`src/rtl/pe_pkg.sv`:
```
// Shared definitions for the processing-element datapath: row tags seen by
// Processing_element and the IFMap row loader state encoding.
package pe_pkg;

  localparam logic [1:0] TAG_MID    = 2'b00;
  localparam logic [1:0] TAG_LAST   = 2'b01;
  localparam logic [1:0] TAG_FIRST  = 2'b10;
  localparam logic [1:0] TAG_SINGLE = 2'b11;

  typedef enum logic [1:0] {
    ST_IDLE,
    ST_FETCH,
    ST_DRAIN,
    ST_DONE
  } loader_state_t;

endpackage

```
`src/rtl/skid_fifo2.sv`:
```
// Two-entry synchronous FIFO used to absorb the scratchpad read latency
// while the IFMap buffer back-pressures. Push and pop may happen together.
module skid_fifo2 #(
  parameter int WIDTH = 22
) (
  input  logic             clk,
  input  logic             rst,
  input  logic             push,
  input  logic [WIDTH-1:0] din,
  input  logic             pop,
  output logic [1:0]       count,
  output logic [WIDTH-1:0] head
);

  logic [WIDTH-1:0] mem [2];
  logic             wr_ptr;
  logic             rd_ptr;

  // NOTE: the storage is reset as well so the head (and so buf_din) reads 0 after reset.
  always_ff @(posedge clk) begin
    if (rst) begin
      mem[0] <= '0;
      mem[1] <= '0;
      wr_ptr <= 1'b0;
      rd_ptr <= 1'b0;
      count  <= 2'd0;
    end else begin
      if (push) begin
        mem[wr_ptr] <= din;
        wr_ptr      <= ~wr_ptr;
      end
      if (pop) begin
        rd_ptr <= ~rd_ptr;
      end
      count <= count + {1'b0, push} - {1'b0, pop};
    end
  end

  assign head = mem[rd_ptr];

endmodule

```
`src/rtl/ifmap_row_loader.sv`:
```
// Streams one IFMap row from the activation scratchpad into the IFMap buffer,
// tagging each word with its position in the row.
module ifmap_row_loader
  import pe_pkg::*;
#(
  parameter int DATA_WIDTH = 20,
  parameter int ADDR_WIDTH = 8,
  parameter int LEN_WIDTH  = 5
) (
  input  logic                  clk,
  input  logic                  rst,
  input  logic                  start,
  input  logic [ADDR_WIDTH-1:0] base_addr,
  input  logic [LEN_WIDTH-1:0]  row_len,
  output logic                  busy,
  output logic                  done,
  output logic                  mem_ren,
  output logic [ADDR_WIDTH-1:0] mem_addr,
  input  logic [DATA_WIDTH-1:0] mem_rdata,
  output logic                  buf_wen,
  output logic [DATA_WIDTH+1:0] buf_din,
  input  logic                  buf_ready
);

  localparam logic [LEN_WIDTH-1:0] LEN_ONE = LEN_WIDTH'(1);

  loader_state_t state_q, state_d;

  logic [ADDR_WIDTH-1:0] addr_q;
  logic [LEN_WIDTH-1:0]  len_q;
  logic [LEN_WIDTH-1:0]  issued_q;
  logic [LEN_WIDTH-1:0]  ret_idx_q;
  logic [LEN_WIDTH-1:0]  wr_cnt_q;
  logic                  inflight_q;

  logic [LEN_WIDTH-1:0]  len_last;
  logic [1:0]            fifo_count;
  logic [DATA_WIDTH+1:0] fifo_head;
  logic [1:0]            push_tag;
  logic                  pop;
  logic                  issue_ok;
  logic                  accept;

  assign len_last = len_q - LEN_ONE;
  assign accept   = (state_q == ST_IDLE) && start;
  assign pop      = (fifo_count != 2'd0) && buf_ready;

  // Space check: words already held plus the one in flight, less this
  // cycle's pop, must leave room for the word about to be requested.
  assign issue_ok = ({1'b0, fifo_count} + {2'b00, inflight_q}) < (3'd2 + {2'b00, pop});

  // NOTE: every combinational output gets a default first so no latch is inferred.
  always_comb begin
    state_d = state_q;
    mem_ren = 1'b0;
    busy    = (state_q != ST_IDLE);
    done    = 1'b0;
    unique case (state_q)
      ST_IDLE: begin
        if (start) begin
          state_d = (row_len == '0) ? ST_DONE : ST_FETCH;
        end
      end
      ST_FETCH: begin
        mem_ren = (issued_q < len_q) && issue_ok;
        if (mem_ren && (issued_q == len_last)) begin
          state_d = ST_DRAIN;
        end
      end
      ST_DRAIN: begin
        if (pop && (wr_cnt_q == len_last)) begin
          state_d = ST_DONE;
        end
      end
      ST_DONE: begin
        done    = 1'b1;
        state_d = ST_IDLE;
      end
      default: state_d = ST_IDLE;
    endcase
  end

  // NOTE: sequential state uses non-blocking assignments so every register samples pre-edge values.
  always_ff @(posedge clk) begin
    if (rst) begin
      state_q <= ST_IDLE;
    end else begin
      state_q <= state_d;
    end
  end

  always_ff @(posedge clk) begin
    if (rst) begin
      addr_q     <= '0;
      len_q      <= '0;
      issued_q   <= '0;
      ret_idx_q  <= '0;
      wr_cnt_q   <= '0;
      inflight_q <= 1'b0;
    end else begin
      inflight_q <= mem_ren;
      if (accept) begin
        addr_q    <= base_addr;
        len_q     <= row_len;
        issued_q  <= '0;
        ret_idx_q <= '0;
        wr_cnt_q  <= '0;
      end else begin
        if (mem_ren) begin
          addr_q   <= addr_q + ADDR_WIDTH'(1);
          issued_q <= issued_q + LEN_ONE;
        end
        if (inflight_q) begin
          ret_idx_q <= ret_idx_q + LEN_ONE;
        end
        if (pop) begin
          wr_cnt_q <= wr_cnt_q + LEN_ONE;
        end
      end
    end
  end

  // Tag follows the index of the word coming back from the scratchpad.
  always_comb begin
    push_tag = TAG_MID;
    if (len_q == LEN_ONE) begin
      push_tag = TAG_SINGLE;
    end else if (ret_idx_q == '0) begin
      push_tag = TAG_FIRST;
    end else if (ret_idx_q == len_last) begin
      push_tag = TAG_LAST;
    end
  end

  skid_fifo2 #(
    .WIDTH(DATA_WIDTH + 2)
  ) u_skid (
    .clk  (clk),
    .rst  (rst),
    .push (inflight_q),
    .din  ({push_tag, mem_rdata}),
    .pop  (pop),
    .count(fifo_count),
    .head (fifo_head)
  );

  assign mem_addr = addr_q;
  assign buf_wen  = (fifo_count != 2'd0);
  assign buf_din  = fifo_head;

endmodule
```
`config.mk`:
```
export PLATFORM = sky130hd
export DESIGN_NAME = ifmap_row_loader
export DESIGN_NICKNAME = d
export VERILOG_FILES = /design/src/rtl/pe_pkg.sv /design/src/rtl/skid_fifo2.sv /design/src/rtl/ifmap_row_loader.sv
export SDC_FILE = /design/constraint.sdc
export NUM_CORES = 1
export LEC_CHECK = 0
export CORE_MARGIN = 2
export CORE_UTILIZATION = 48
export CTS_CLUSTER_DIAMETER = 200
export DETAILED_ROUTE_END_ITERATION = 16
export GPL_ROUTABILITY_DRIVEN = 0
export PLACE_DENSITY = 0.76
export SLEW_MARGIN = 20
export SYNTH_ARGS = -nofsm -noshare
export SYNTH_HDL_FRONTEND = slang
export SYNTH_SLANG_ARGS = --single-unit
```
`constraint.sdc`:
```
create_clock -name clk -period 2.19 [get_ports clk]
set_clock_uncertainty 0.15 [all_clocks]
set_input_delay 0.438 -clock clk [delete_from_list [all_inputs] [get_ports clk]]
set_output_delay 0.438 -clock clk [all_outputs]
set_load 0.01 [all_outputs]
```
==> flow_summary.ini, run 1 <==
[timing]
fmax_mhz = 424
period_share_pct = 108
setup_slack_ps = -166
fin_crit_ps = 2360
finalSetupViolCount = 11
tightest_slew_ps = 735
holdWs_ps = 378
hold_violations = 0
rsz0062_at_grt = true
maxSlewHeadroom_pct = 51.0
final_max_slew_viol_count = 0

[status]
status = finished, violations left
violations = negative setup slack

[finish]
final_cell_mix = clkdlybuf4s50_1, edfxtp_1, and2_1
antenna_cells = 0
drive_above_1_share_pct = 24.6
stdcell_area_um2 = 5650
nNetsFinal = 536
nFillCells = 637
mostFrequentLayoutCell = clkdlybuf4s50_1
syn_to_final_growth_pct = 37.8
fin_cells = 588

[cts]
cts_root_buf = clkbuf_8
h-tree-depth = 3
cts_tree = built
cts_buffer_depth = 2
clk_pin_slew_ps = 90
numCtsBuffers = 9
clock_latency_ps = 360
cts.sinks = 80
ctsHoldBuffers = 0

[pwr]
p_int_mw = 3.62
p_sw_mw = 1.70
peakVddDrop_mv = 0.526
swShare_pct = 31.9
power_density_nw_per_um2 = 941
p_comb_share_pct = 40.6
power_leakage_nw = 2.27
p_total_mw = 5.31
seqPwrFrac_pct = 36.5
clock_power_share_pct = 22.9

[logic_synthesis]
syn_avg_cell_area_um2 = 11.0
synth_area_um2 = 4100
ys_seq_area_share_pct = 49.8
synth_ff_type = edfxtp_1
synth-seq-cells = 80
ys_types = 44
async_flop_share_pct = 0
ys.warnings.count = 0
synth_fp_nets = 430
synthCells = 372
synth-edff-count = 44

[grt]
antenna_found_initial = 0
grt_pass1_wl_mm = 14.0
grt_util_all_layers_pct = 19.7
grt_max_degree = 23
grt_overflow = 0
grt_pass1_vias = 3053

[place]
dp_hpwl_mm = 6.06
placed_cells = 562
place_area_um2 = 5170
port_buffers = 70
pre_cts_ws_ps = -471

[critical_path]
path_class = reg2reg
cp_slowest_cell = or4_4
crit_chain = inv_2 > buf_6 > ha_4 > xnor2_1 > a211o_1 > or4_4 > a31oi_4 > o21ai_2 > a221oi_2
end_kind = register
start_kind = register
cp.required_ps = 2300
arrival_ps = 2470
slowest_delay_ps = 430
path_max_fanout = 2

[drt]
wl_per_cell_um = 15.4
detailroute.via_count = 3037
drt.antenna.violating_nets = 0
via_per_inst = 5.16
wirelength_mm = 9.06
drt_first_pass_iters = 4
drc = 0
drt_iter0_drc = 86

[floorplanning]
fp.dieH_um = 96.4
ios = 71
initial_utilization_pct = 49.6
core_um2 = 8260
std_cell_rows = 33
die_w_um = 96.4
dieArea_um2 = 9290

[worst_hold_path]
min_path_type = reg2reg

[run]
cap_viol_max_count = 0
==> worst max-delay path, delay by kind of cell, from the launching register on <==
kind            cells  cell delay, ps
compound gates      4             840
xor+xnor            1             120
fa+ha+maj           1             220
buf+inv             2             160
flops               1             340
simple gates        1             430
==> registers in the layout (all words and copies together), names as in the netlist, named ones only <==
register and cells:
u_skid.count 2, u_skid.wr_ptr 1, u_skid.mem 44, ret_idx_q 5, len_q 5, state_q 2, issued_q 5, mem_addr 8
u_skid.rd_ptr 1, wr_cnt_q 5, inflight_q 1
==> metal layers <==
| layer | routed length [um] | track usage, % |
|---|---|---|
| met1 | 3820 | 22.1 |
| met2 | 4710 | 36.7 |
| met3 | 449 | 3.88 |
| met4 | 81 | 7.16 |
| met5 | 0 | 0 |
==> synth_stat cells (all sizes together) (2+ instances only) <==
library cell  count  area (um2)
edfxtp           44        1320
xnor2            18         165
or2               2        12.5
clkbuf           12        45.0
xor2             21         184
a221oi            2        17.5
a21o              3        22.5
ha               21         263
or4               2        15.0
nor2             30         113
a21oi             9        45.0
buf               6        30.0
a31oi             2        12.5
and2             42         263
nand2            18        67.6
nand3             2        10.0
o21ai             8        43.8
mux2             22         248
dfxtp            36         721
nand2b            5        31.3
nand4            10        62.6
nor2b             9        56.3
nor4b             2        17.5
mux2i             3        30.0
a211oi           11        82.6
and3              2        12.5
nor3b             2        15.0
inv              17        63.8
==> logic make-up (layout without fill, tap and decap cells) <==
family	after synthesis	count (layout)	synth area share, %
AO/OA/AOI/OAI	40	40	6.96
flip-flops	80	80	49.8
XOR/XNOR	39	39	8.52
adder cells (fa/ha/maj)	21	21	6.41
AND/OR/NAND/NOR	132	132	18.1
multiplexers	25	25	6.78
buffers and inverters	35	146	3.39
==> power by group through the flow <==
stage | registers, mW | clock network (mW) | logic (mW)
2_1_floorplan | 1.94 | 0 | 1.09
3_3_place_gp | 1.93 | 0 | 1.90
3_5_place_dp | 1.94 | 0 | 1.95
4_1_cts | 1.93 | 1.23 | 1.98
5_1_grt | 1.96 | 1.31 | 2.34
6_report | 1.94 | 1.22 | 2.16
==> area by class of cell <==
class                   instances  area (um2)  share of cell area (%)
multi-input cells             257        2070                    36.7
well taps                     105         131                    2.33
inverters                      17        63.8                    1.13
flip-flops and latches         80        2060                    36.4
clock inverters                 6        92.6                    1.64
clock buffers                  10         128                    2.26
repair buffers                113        1100                    19.5
==> worst paths after layout <==
path / startpoint / to / slack (ps) / depth (start not counted)
max: len_q[1]$_SDFFE_PP0P_ / state_q[0]$_SDFFE_PP0P_ / -170 / 9
min: u_skid.rd_ptr$_SDFFE_PP0P_ / u_skid.rd_ptr$_SDFFE_PP0P_ / 380 / 2
min reg2reg: u_skid.rd_ptr$_SDFFE_PP0P_ / u_skid.rd_ptr$_SDFFE_PP0P_ / 380 / 2
max reg2reg: len_q[1]$_SDFFE_PP0P_ / state_q[0]$_SDFFE_PP0P_ / -170 / 9
==> stage by stage <==
step	util, %	setup TNS (ps)
2_1_floorplan	-	-39.5
3_3_place_gp	62.6	-7820
3_5_place_dp	62.6	-9140
4_1_cts	66.0	-931
5_1_grt	68.4	-1950
6_report	68.4	-1010
==> what timing repair did <==
item,in CTS,in global routing
buffers inserted,2,7
pin swaps,5,13
gates resized for setup,44,29
gates cloned,1,0
endpoints found under the setup margin,35,13
(Power assumes the default switching activity.)
==> run 2, diff against run 1 <==
--- a/constraint.sdc
+++ b/constraint.sdc
@@ -4,2 +4,2 @@
 set_output_delay 0.438 -clock clk [all_outputs]
-set_load 0.01 [all_outputs]
+set_load 0.05 [all_outputs]
==> flow_summary.ini, run 2 (synthesis gave the netlist of run 1 again) <==
[grt]
grt_util_all_layers_pct = 19.4
grt_pass1_vias = 3030
grt_overflow = 0
grt_max_degree = 23
antenna_found_initial = 0
grt_pass1_wl_mm = 13.9

[cts]
cts_buffer_depth = 2
cts.sinks = 80
clk_pin_slew_ps = 90
clock_latency_ps = 350
h-tree-depth = 3
numCtsBuffers = 9
cts_tree = built
cts_root_buf = clkbuf_8

[finish]
nNetsFinal = 533
stdcell_area_um2 = 5500
multi_input_area_um2 = 2070
final_util_pct = 66.6
regArea_um2 = 2050
syn_to_final_growth_pct = 34.2
drive_above_1_share_pct = 29.8
mostFrequentLayoutCell = buf_4
top_register = u_skid.mem
antenna_cells = 0
final_cell_mix = buf_4, edfxtp_1, and2_1
largest_reg_flops = 44
nFillCells = 638
fin_cells = 585

[drt]
wirelength_mm = 8.69
drt.antenna.violating_nets = 0
via_per_inst = 5.16
drt_first_pass_iters = 4
drt_iter0_drc = 96
drc = 0
wl_per_cell_um = 14.9
detailroute.via_count = 3020

[critical_path]
r2r_slack_ps = -150
r2r-end = state_q[0]$_SDFFE_PP0P_
cp.required_ps = 1600
path_max_fanout = 2
end_kind = output port
start_kind = register
path_class = reg2out
arrival_ps = 1760
worstRegToRegCells = 9
r2r-start = len_q[1]$_SDFFE_PP0P_

[timing]
hold_violations = 0
final_max_slew_viol_count = 0
tns_ps = -582
setup_slack_ps = -161
finalSetupViolCount = 8
fmax_mhz = 425
maxSlewHeadroom_pct = 49.3
tightest_slew_ps = 759
period_share_pct = 107
fin_crit_ps = 2350
rsz0062_at_grt = true

[place]
placed_cells = 563
port_buffers = 70
dp_hpwl_mm = 6.05
place_area_um2 = 5120
pre_cts_ws_ps = -295

[worst_hold_path]
min_path_type = reg2reg
min_from = wr_cnt_q[1]$_SDFFE_PP0P_
worstHoldEndpoint = wr_cnt_q[1]$_SDFFE_PP0P_
whs_path_depth = 2

[pwr]
power_leakage_nw = 2.23
peakVddDrop_mv = 0.629
power_density_nw_per_um2 = 1010

[status]
status = finished, violations left
violations = negative setup slack

[floorplanning]
ios = 71
std_cell_rows = 33
die_w_um = 96.4
core_um2 = 8260
dieArea_um2 = 9290
initial_utilization_pct = 49.6
fp.dieH_um = 96.4

[run]
cap_viol_max_count = 0
==> run 2: layer usage <==
layer,up-vias,GRT usage (%),share of wire [%]
li1,1486,-,-
met1,1454,23.5,43
met2,72,35.0,51
met3,8,4.19,4.5
met4,0,4.69,0.71
met5,-,0,0
==> run 2: final cells by class <==
cell class | instances | area share (%)
clock buffers | 9 | 2.25
clock inverters | 7 | 1.00
inverters | 17 | 1.21
multi-input cells | 257 | 37.7
flip-flops and latches | 80 | 37.3
well taps | 105 | 2.39
repair buffers | 110 | 18.1
==> run 2: repair_timing <==
item                                   in CTS  in global routing
pin swaps                                  11                 15
buffers inserted                            3                  4
endpoints found under the hold margin       0                  0
hold buffers                                0                  0
gates resized for setup                    24                 14
setup endpoints to repair                  16                 30
==> run 2: through the flow <==
stage          power (mW)  hold slack (ps)
2_1_floorplan        3.62              306
3_3_place_gp         4.38              336
3_5_place_dp         4.43              344
4_1_cts              5.52              366
5_1_grt              5.85              403
6_report             5.54              369
==> run 2: critical path, cell delays in order, from the launching register on <==
cell     delay, ps
dfxtp_2        360
inv_4           50
ha_4           200
nor2b_4        120
o31ai_4        250
and4_4         300
buf_12         140
==> run 2: worst max-delay path by stage <==
stage	startpoint	end	slack [ps]	depth (start not counted)
floorplan	len_q[1]$_SDFFE_PP0P_	mem_addr[2]$_SDFFE_PP0P_	-3	10
global placement	buf_ready	state_q[1]$_SDFFE_PP0P_	-170	7
detailed placement	buf_ready	state_q[1]$_SDFFE_PP0P_	-300	7
CTS	len_q[1]$_SDFFE_PP0P_	mem_ren	-200	7
global route	len_q[1]$_SDFFE_PP0P_	state_q[1]$_SDFFE_PP0P_	-240	10
finish	len_q[1]$_SDFFE_PP0P_	mem_ren	-160	6
==> run 2: power by group <==
part | leakage, nW | total [mW] | switching, mW | internal [mW]
Combinational | 1.40 | 2.64 | 1.52 | 1.12
Clock | 0.0814 | 0.991 | 0.570 | 0.421
Sequential | 0.752 | 1.91 | 0.134 | 1.78
==> run 3, diff against run 2 <==
CTS_BUF_LIST = sky130_fd_sc_hd__clkbuf_4 sky130_fd_sc_hd__clkbuf_8 sky130_fd_sc_hd__clkbuf_16   (was default)
CTS_CLUSTER_SIZE = 16   (was default)
==> results of run 3 <==
Same layout as run 2: the final DEF is identical, and so are final timing and power.
